<file path="src/rtl/xbar_pkg.sv">
// xbar_pkg
// Shared definitions for the StreamXBar crossbar (output mux and round_robin).
//   XBAR_NUM_REQUEST / XBAR_DATA_WIDTH : default port count and tdata width
//   mux_state_e                        : output-mux FSM states
//   is_onehot()                        : exactly-one-bit-set test (vectors up to 32 bits)
package xbar_pkg;

    localparam int XBAR_NUM_REQUEST = 4;
    localparam int XBAR_DATA_WIDTH  = 32;

    typedef enum logic [1:0] {
        IDLE    = 2'd0,
        PASS    = 2'd1,
        RELEASE = 2'd2
    } mux_state_e;

    // Callers zero-extend narrower vectors; v & (v-1) clears the lowest set bit.
    function automatic logic is_onehot(input logic [31:0] v);
        return (v != 32'd0) && ((v & (v - 32'd1)) == 32'd0);
    endfunction

endpackage

</file>
<file path="src/rtl/axis_skid_buffer.sv">
// axis_skid_buffer
// Two-entry AXI-Stream register slice. Ready toward the source depends only on
// the occupancy register, so there is no combinational path from m_ready_i to
// s_ready_o, while a push and a pop in the same cycle still give 1 beat/cycle.
// Ports:
//   clk, rst_n          : clock, asynchronous active-low reset
//   s_data_i/s_valid_i  : upstream beat,  s_ready_o : room available
//   m_data_o/m_valid_o  : head of queue,  m_ready_i : downstream accepts
module axis_skid_buffer #(
    parameter int WIDTH = 33
) (
    input  logic             clk,
    input  logic             rst_n,
    input  logic [WIDTH-1:0] s_data_i,
    input  logic             s_valid_i,
    output logic             s_ready_o,
    output logic [WIDTH-1:0] m_data_o,
    output logic             m_valid_o,
    input  logic             m_ready_i
);

    logic [WIDTH-1:0] r_mem [2];
    logic             r_wptr;
    logic             r_rptr;
    logic [1:0]       r_cnt;
    logic             w_push;
    logic             w_pop;

    assign s_ready_o = (r_cnt != 2'd2);
    assign m_valid_o = (r_cnt != 2'd0);
    assign m_data_o  = r_mem[r_rptr];
    assign w_push    = s_valid_i & s_ready_o;
    assign w_pop     = m_valid_o & m_ready_i;

    always_ff @(posedge clk or negedge rst_n) begin
        if (!rst_n) begin
            r_mem[0] <= '0;
            r_mem[1] <= '0;
            r_wptr   <= 1'b0;
            r_rptr   <= 1'b0;
            r_cnt    <= 2'd0;
        end else begin
            if (w_push) begin
                r_mem[r_wptr] <= s_data_i;
                r_wptr        <= ~r_wptr;
            end
            if (w_pop) begin
                r_rptr <= ~r_rptr;
            end
            case ({w_push, w_pop})
                2'b10:   r_cnt <= r_cnt + 2'd1;
                2'b01:   r_cnt <= r_cnt - 2'd1;
                default: r_cnt <= r_cnt;
            endcase
        end
    end

endmodule

</file>
<file path="src/rtl/xbar_out_mux.sv">
// xbar_out_mux
// Per-master-port output stage of StreamXBar. Locks onto the one-hot grant from
// round_robin for a whole packet, forwards its beats, then pulses s_last_o for
// the finished input so the arbiter can rotate.
// Ports:
//   clk, rst_n                        : clock, asynchronous active-low reset
//   grant_i                           : one-hot grant from the arbiter
//   s_tdata_i/s_tvalid_i/s_tlast_i    : packed slave inputs, s_tready_o per input
//   m_tdata_o/m_tvalid_o/m_tlast_o    : master output, m_tready_i from downstream
//   s_last_o                          : one-cycle packet-done pulse per input
//   busy_o                            : FSM not in IDLE
// Build option: define XBAR_OUT_MUX_SKID_EN to register the master path through
// a 2-entry skid buffer; otherwise the master port is combinational.
module xbar_out_mux
    import xbar_pkg::*;
#(
    parameter int NUM_REQUEST = XBAR_NUM_REQUEST,
    parameter int DATA_WIDTH  = XBAR_DATA_WIDTH
) (
    input  logic                              clk,
    input  logic                              rst_n,
    input  logic [NUM_REQUEST-1:0]            grant_i,
    input  logic [NUM_REQUEST*DATA_WIDTH-1:0] s_tdata_i,
    input  logic [NUM_REQUEST-1:0]            s_tvalid_i,
    input  logic [NUM_REQUEST-1:0]            s_tlast_i,
    output logic [NUM_REQUEST-1:0]            s_tready_o,
    output logic [DATA_WIDTH-1:0]             m_tdata_o,
    output logic                              m_tvalid_o,
    output logic                              m_tlast_o,
    input  logic                              m_tready_i,
    output logic [NUM_REQUEST-1:0]            s_last_o,
    output logic                              busy_o
);

    mux_state_e             r_state;
    logic [NUM_REQUEST-1:0] r_sel;
    logic [NUM_REQUEST-1:0] r_s_last;
    logic                   r_busy;

    logic [DATA_WIDTH-1:0]  w_data;
    logic                   w_valid;
    logic                   w_last;
    logic                   w_pass;
    logic                   w_rdy;
    logic                   w_fire;

    // AND-OR mux: r_sel is one-hot, so at most one slice survives.
    always_comb begin
        w_data = '0;
        for (int k = 0; k < NUM_REQUEST; k++) begin
            w_data = w_data | ({DATA_WIDTH{r_sel[k]}} & s_tdata_i[k*DATA_WIDTH +: DATA_WIDTH]);
        end
    end
    assign w_valid = |(r_sel & s_tvalid_i);
    assign w_last  = |(r_sel & s_tlast_i);
    assign w_pass  = (r_state == PASS);

`ifdef XBAR_OUT_MUX_SKID_EN
    logic                w_skid_ready;
    logic [DATA_WIDTH:0] w_skid_data;

    // Ready comes from state and buffer occupancy registers only.
    assign w_rdy = w_pass & w_skid_ready;

    axis_skid_buffer #(
        .WIDTH (DATA_WIDTH + 1)
    ) u_skid (
        .clk       (clk),
        .rst_n     (rst_n),
        .s_data_i  ({w_last, w_data}),
        .s_valid_i (w_pass & w_valid),
        .s_ready_o (w_skid_ready),
        .m_data_o  (w_skid_data),
        .m_valid_o (m_tvalid_o),
        .m_ready_i (m_tready_i)
    );

    assign m_tdata_o = w_skid_data[DATA_WIDTH-1:0];
    assign m_tlast_o = w_skid_data[DATA_WIDTH];
`else
    assign w_rdy      = w_pass & m_tready_i;
    assign m_tvalid_o = w_pass & w_valid;
    assign m_tdata_o  = w_pass ? w_data : '0;
    assign m_tlast_o  = w_pass & w_last;
`endif

    assign s_tready_o = w_rdy ? r_sel : '0;
    assign w_fire     = w_rdy & w_valid;

    // RELEASE exists so the arbiter sees s_last_o for one edge before IDLE
    // samples grant_i again; otherwise IDLE would re-lock on a stale grant.
    always_ff @(posedge clk or negedge rst_n) begin
        if (!rst_n) begin
            r_state  <= IDLE;
            r_sel    <= '0;
            r_s_last <= '0;
            r_busy   <= 1'b0;
        end else begin
            r_s_last <= '0;
            case (r_state)
                IDLE: begin
                    if (is_onehot(32'(grant_i))) begin
                        r_sel   <= grant_i;
                        r_state <= PASS;
                        r_busy  <= 1'b1;
                    end
                end
                PASS: begin
                    if (w_fire & w_last) begin
                        r_state  <= RELEASE;
                        r_s_last <= r_sel;
                    end
                end
                RELEASE: begin
                    r_state <= IDLE;
                    r_busy  <= 1'b0;
                end
                default: begin
                    r_state <= IDLE;
                    r_busy  <= 1'b0;
                end
            endcase
        end
    end

    assign s_last_o = r_s_last;
    assign busy_o   = r_busy;

endmodule

</file>
<file path="config.mk">
export PLATFORM = sky130hd
export DESIGN_NAME = xbar_out_mux
export DESIGN_NICKNAME = d
export VERILOG_FILES = /design/src/rtl/xbar_pkg.sv /design/src/rtl/axis_skid_buffer.sv /design/src/rtl/xbar_out_mux.sv
export SDC_FILE = /design/constraint.sdc
export NUM_CORES = 1
export LEC_CHECK = 0
export CAP_MARGIN = 20
export CELL_PAD_IN_SITES_DETAIL_PLACEMENT = 1
export CELL_PAD_IN_SITES_GLOBAL_PLACEMENT = 2
export CORE_MARGIN = 2
export CORE_UTILIZATION = 10
export DETAILED_ROUTE_END_ITERATION = 8
export PLACE_DENSITY = 0.89
export REMOVE_ABC_BUFFERS = 1
export SETUP_SLACK_MARGIN = 0.3
export SLEW_MARGIN = 20
export SYNTH_ARGS = -nofsm -noshare
export SYNTH_HDL_FRONTEND = slang
export SYNTH_SLANG_ARGS = --single-unit
</file>
<file path="constraint.sdc">
create_clock -name clk -period 2 [get_ports clk]
set_clock_uncertainty 0.1 [all_clocks]
set_input_delay 0.4 -clock clk [delete_from_list [all_inputs] [get_ports clk]]
set_output_delay 0.4 -clock clk [all_outputs]
set_load 0.05 [all_outputs]
</file>
==> impl_metrics.csv <==
group,metric,value,unit
layout,layout.core_utilization,36.7,%
layout,layout_overhead_on_the_synthesized_area,256,%
critical_path,cp_cell_sequence,"buf_12, a22o_1, a221oi_2, nor2_2, buf_12",
placed_design,hpwlAfterDp,7.10,mm
synth,syn_inst,157,
clock_network,cts_htree_levels,1,
routing,finalWirelength,9.74,mm
pwr,clkPwrFrac,4.8,%
timing,timing.hold.ws,0.398,ns
layout,mostFrequentLayoutCell,"clkdlybuf4s50_1",
synth,synth_top_cell_area_share,38.6,%
clock_network,clockRootBuffer,"clkbuf_16",
pwr,powerDensity,1750,nW/µm²
synth,ys_types,22,
timing,final.min_clock_period,2.03,ns
layout,layout.cells.most_common_list,"clkdlybuf4s50_1 (137), buf_12 (45), a22oi_1 (43)",
timing,unrepaired_setup_endpoints_after_global_routing,"true",
synth,synth_top_area_cell,"a22oi_1",
critical_path,worst-path-max-fanout,16,
critical_path,crit-reg2reg-capture,"s_last_o[0]",
synth,post_synth_instance_area,1240,µm²
clock_network,clkTransAtPathRegs,0.04,ns
critical_path,max_stage_delay,0.44,ns
pwr,switching_power_total,3880,µW
critical_path,setup.worst_path.start,"r_sel[3]",
global_routing,global_route_wire_length_before_repair,13.8,mm
routing,ant_nets,0,
global_routing,grt_pass1_vias,2512,
pwr,static-leakage-power,0.00167,µW
timing,report.final.slew_viol_count,0,
run_status,outcome,"finished with violations",
global_routing,gr-usage-all-layers,13.4,%
global_routing,grt.overflow.total,0,
timing,relSlewSlack,62.3,%
synth,post_synth.cell_area_avg,7.92,µm²
timing,final.period_utilization,102,%
clock_network,cts.sinks,11,
synth,synthTopCellsByArea,"a22oi_1 (39%), dfrtp_1 (22%), a21oi_1 (13%)",
layout,antennaDiodeCount,0,
hold_path,holdPathStages,2,
critical_path,crit_end,"m_tvalid_o",
floorplanning,design.core.area,12100,µm²
routing,post_drt_wl_per_cell,18.4,µm
timing,fmax,492,MHz
floorplanning,die_area,13300,µm²
hold_path,hold_path.class,"in2reg",
pwr,p_sw_share,50.1,%
floorplanning,rows,40,
floorplanning,ioPinCount,186,
critical_path,critPathLaunchType,"flip-flop",
clock_network,cts_buffers,3,
clock_network,cts_tree,"built",
layout,finish.net_count,505,
routing,vias,2305,
placed_design,pre_cts_setup_slack,-0.218,ns
critical_path,crit_type,"reg2out",
run_status,failed_checks,"setup timing",
pwr,pwr-share-seq,5.4,%
critical_path,worstRegToRegCells,6,
critical_path,cp-end-kind,"output pin",
critical_path,slowest_stage_cell_crit_path,"dfrtp_2",
global_routing,antenna_found_initial,0,
routing,drt-initial-drc-count,62,
timing,final_hold_violating_endpoints,0,
placed_design,port-buffer-count,185,
synth,synth-warning-count,0,
timing,fin_ws,-0.0315,ns
routing,routed_via_density,4.36,
timing,timing.final.setup_violations,2,
floorplanning,die_width,116,µm
clock_network,post_cts_hold_buffer_count,0,
pwr,max-vdd-ir-drop,1.02,mV
pwr,internal-power,3870,µW
critical_path,crit_arrival,1.53,ns
synth,seq_area_frac_synth,22.1,%
critical_path,worstPathRequired,1.50,ns
critical_path,library_cell_appearing_most_often_on_the_critical_path,"buf_12",
pwr,share_comb_of_total_power,89.8,%
global_routing,grt_start_max_net_pins,21,
clock_network,clock_tree_buffer_depth,2,
placed_design,final_gp_congestion,0.742,
clock_network,insertion_delay,0.24,ns
layout,drive_gt1_share,44.0,%
critical_path,r2r_start,"r_sel[3]",
routing,drt_drc_violations_left,0,
floorplanning,initial_standard_cell_utilization_of_the_core,10.3,%
routing,firstDrtPassIters,4,
job,maxCapViolCount,0,
timing,worstMarginPinSlew,0.564,ns
synth,synth_seq_cells,11,
floorplanning,fp.dieH,116,µm
critical_path,ff2ff_setup_slack,0.34,ns
==> state kept, by name (all words and copies together), names as in the netlist <==
| register | count |
|---|---|
| r_state | 2 |
| busy_o | 1 |
| s_last_o | 4 |
| r_sel | 4 |
==> stage by stage <==
step | power (µW) | area, µm² | setup TNS, ns | cells
global route | 8130 | 4420 | -0.281 | 529
CTS | 7250 | 4150 | -0.113 | 518
global placement | 6110 | 3750 | -0.545 | 505
floorplan | 3060 | 1170 | -12.25 | 138
detailed placement | 6230 | 3750 | -1.02 | 505
finish | 7760 | 4420 | -0.0573 | 529
==> cell usage after synthesis, drive strengths merged <==
| cell | instances |
|---|---|
| nor4b | 3 |
| nor3 | 2 |
| and2 | 3 |
| nand2 | 2 |
| xor2 | 1 |
| buf | 8 |
| nor2 | 3 |
| inv | 1 |
| a22oi | 64 |
| o21bai | 1 |
| a21o | 1 |
| and2b | 1 |
| a211oi | 1 |
| a22o | 2 |
| clkbuf | 11 |
| a221oi | 2 |
| dfrtp | 11 |
| and3 | 4 |
| a21oi | 32 |
| mux2 | 4 |
==> logic make-up (layout without fill, tap and decap cells) <==
kind of cell / after synthesis / after routing / share of synthesized area (%)
flip-flops: 11 / 11 / 22.1
XOR/XNOR: 1 / 1 / 0.704
multiplexers: 4 / 4 / 3.62
AO/OA/AOI/OAI: 103 / 103 / 57.2
buffers and inverters: 20 / 224 / 6.44
AND/OR/NAND/NOR: 18 / 18 / 9.86
==> worst min path at each step <==
stage	from	end	slack (ns)
final	grant_i[2]	r_sel[2]	0.40
after global routing	grant_i[2]	r_sel[2]	0.41
after CTS	busy_o	busy_o	0.40
after detailed placement	busy_o	busy_o	0.39
after global placement	busy_o	busy_o	0.37
after floorplan	rst_n	busy_o	0.004
==> layout make-up <==
class | count | area (µm²)
clock buffers | 4 | 78.8
fillers | 1333 | 7640
inverters | 1 | 3.75
multi-input cells | 126 | 1210
flip-flops and latches | 11 | 282
well taps | 168 | 210
repair buffers | 219 | 2640
==> critical path, delay by kind of cell, from the launching register on <==
family                 cells  cell delay (ns)
DFF                        1             0.44
buffers and inverters      2             0.32
AOI/OAI and AO/OA          2             0.44
and+or+nand+nor            1             0.08
==> what timing repair did <==
action                     CTS  global route
resized for setup           68            54
setup endpoints to repair   47            47
setup buffers                8            10
pin swaps                   13            13
gates cloned                 1             1
==> metal layers <==
metal  vias to the layer above  global-route usage [%]  wire length, µm  part of all wire [%]
met4                         0                    3.29              117                   1.2
met5                         -                       0                0                     0
met2                       120                    26.5             5490                    56
met1                      1125                    13.8             3410                    35
met3                         8                    3.50              733                   7.5
li1                       1052                       -                -                     -
==> power groups by stage <==
stage / Combinational, µW / Sequential, µW / Clock (µW)
5_1_grt: 7300 / 432 / 394
3_3_place_gp: 5740 / 377 / 0
6_report: 6960 / 422 / 370
3_5_place_dp: 5840 / 385 / 0
2_1_floorplan: 2360 / 701 / 0
4_1_cts: 6470 / 398 / 374
Power figures use the tool's default switching activity.
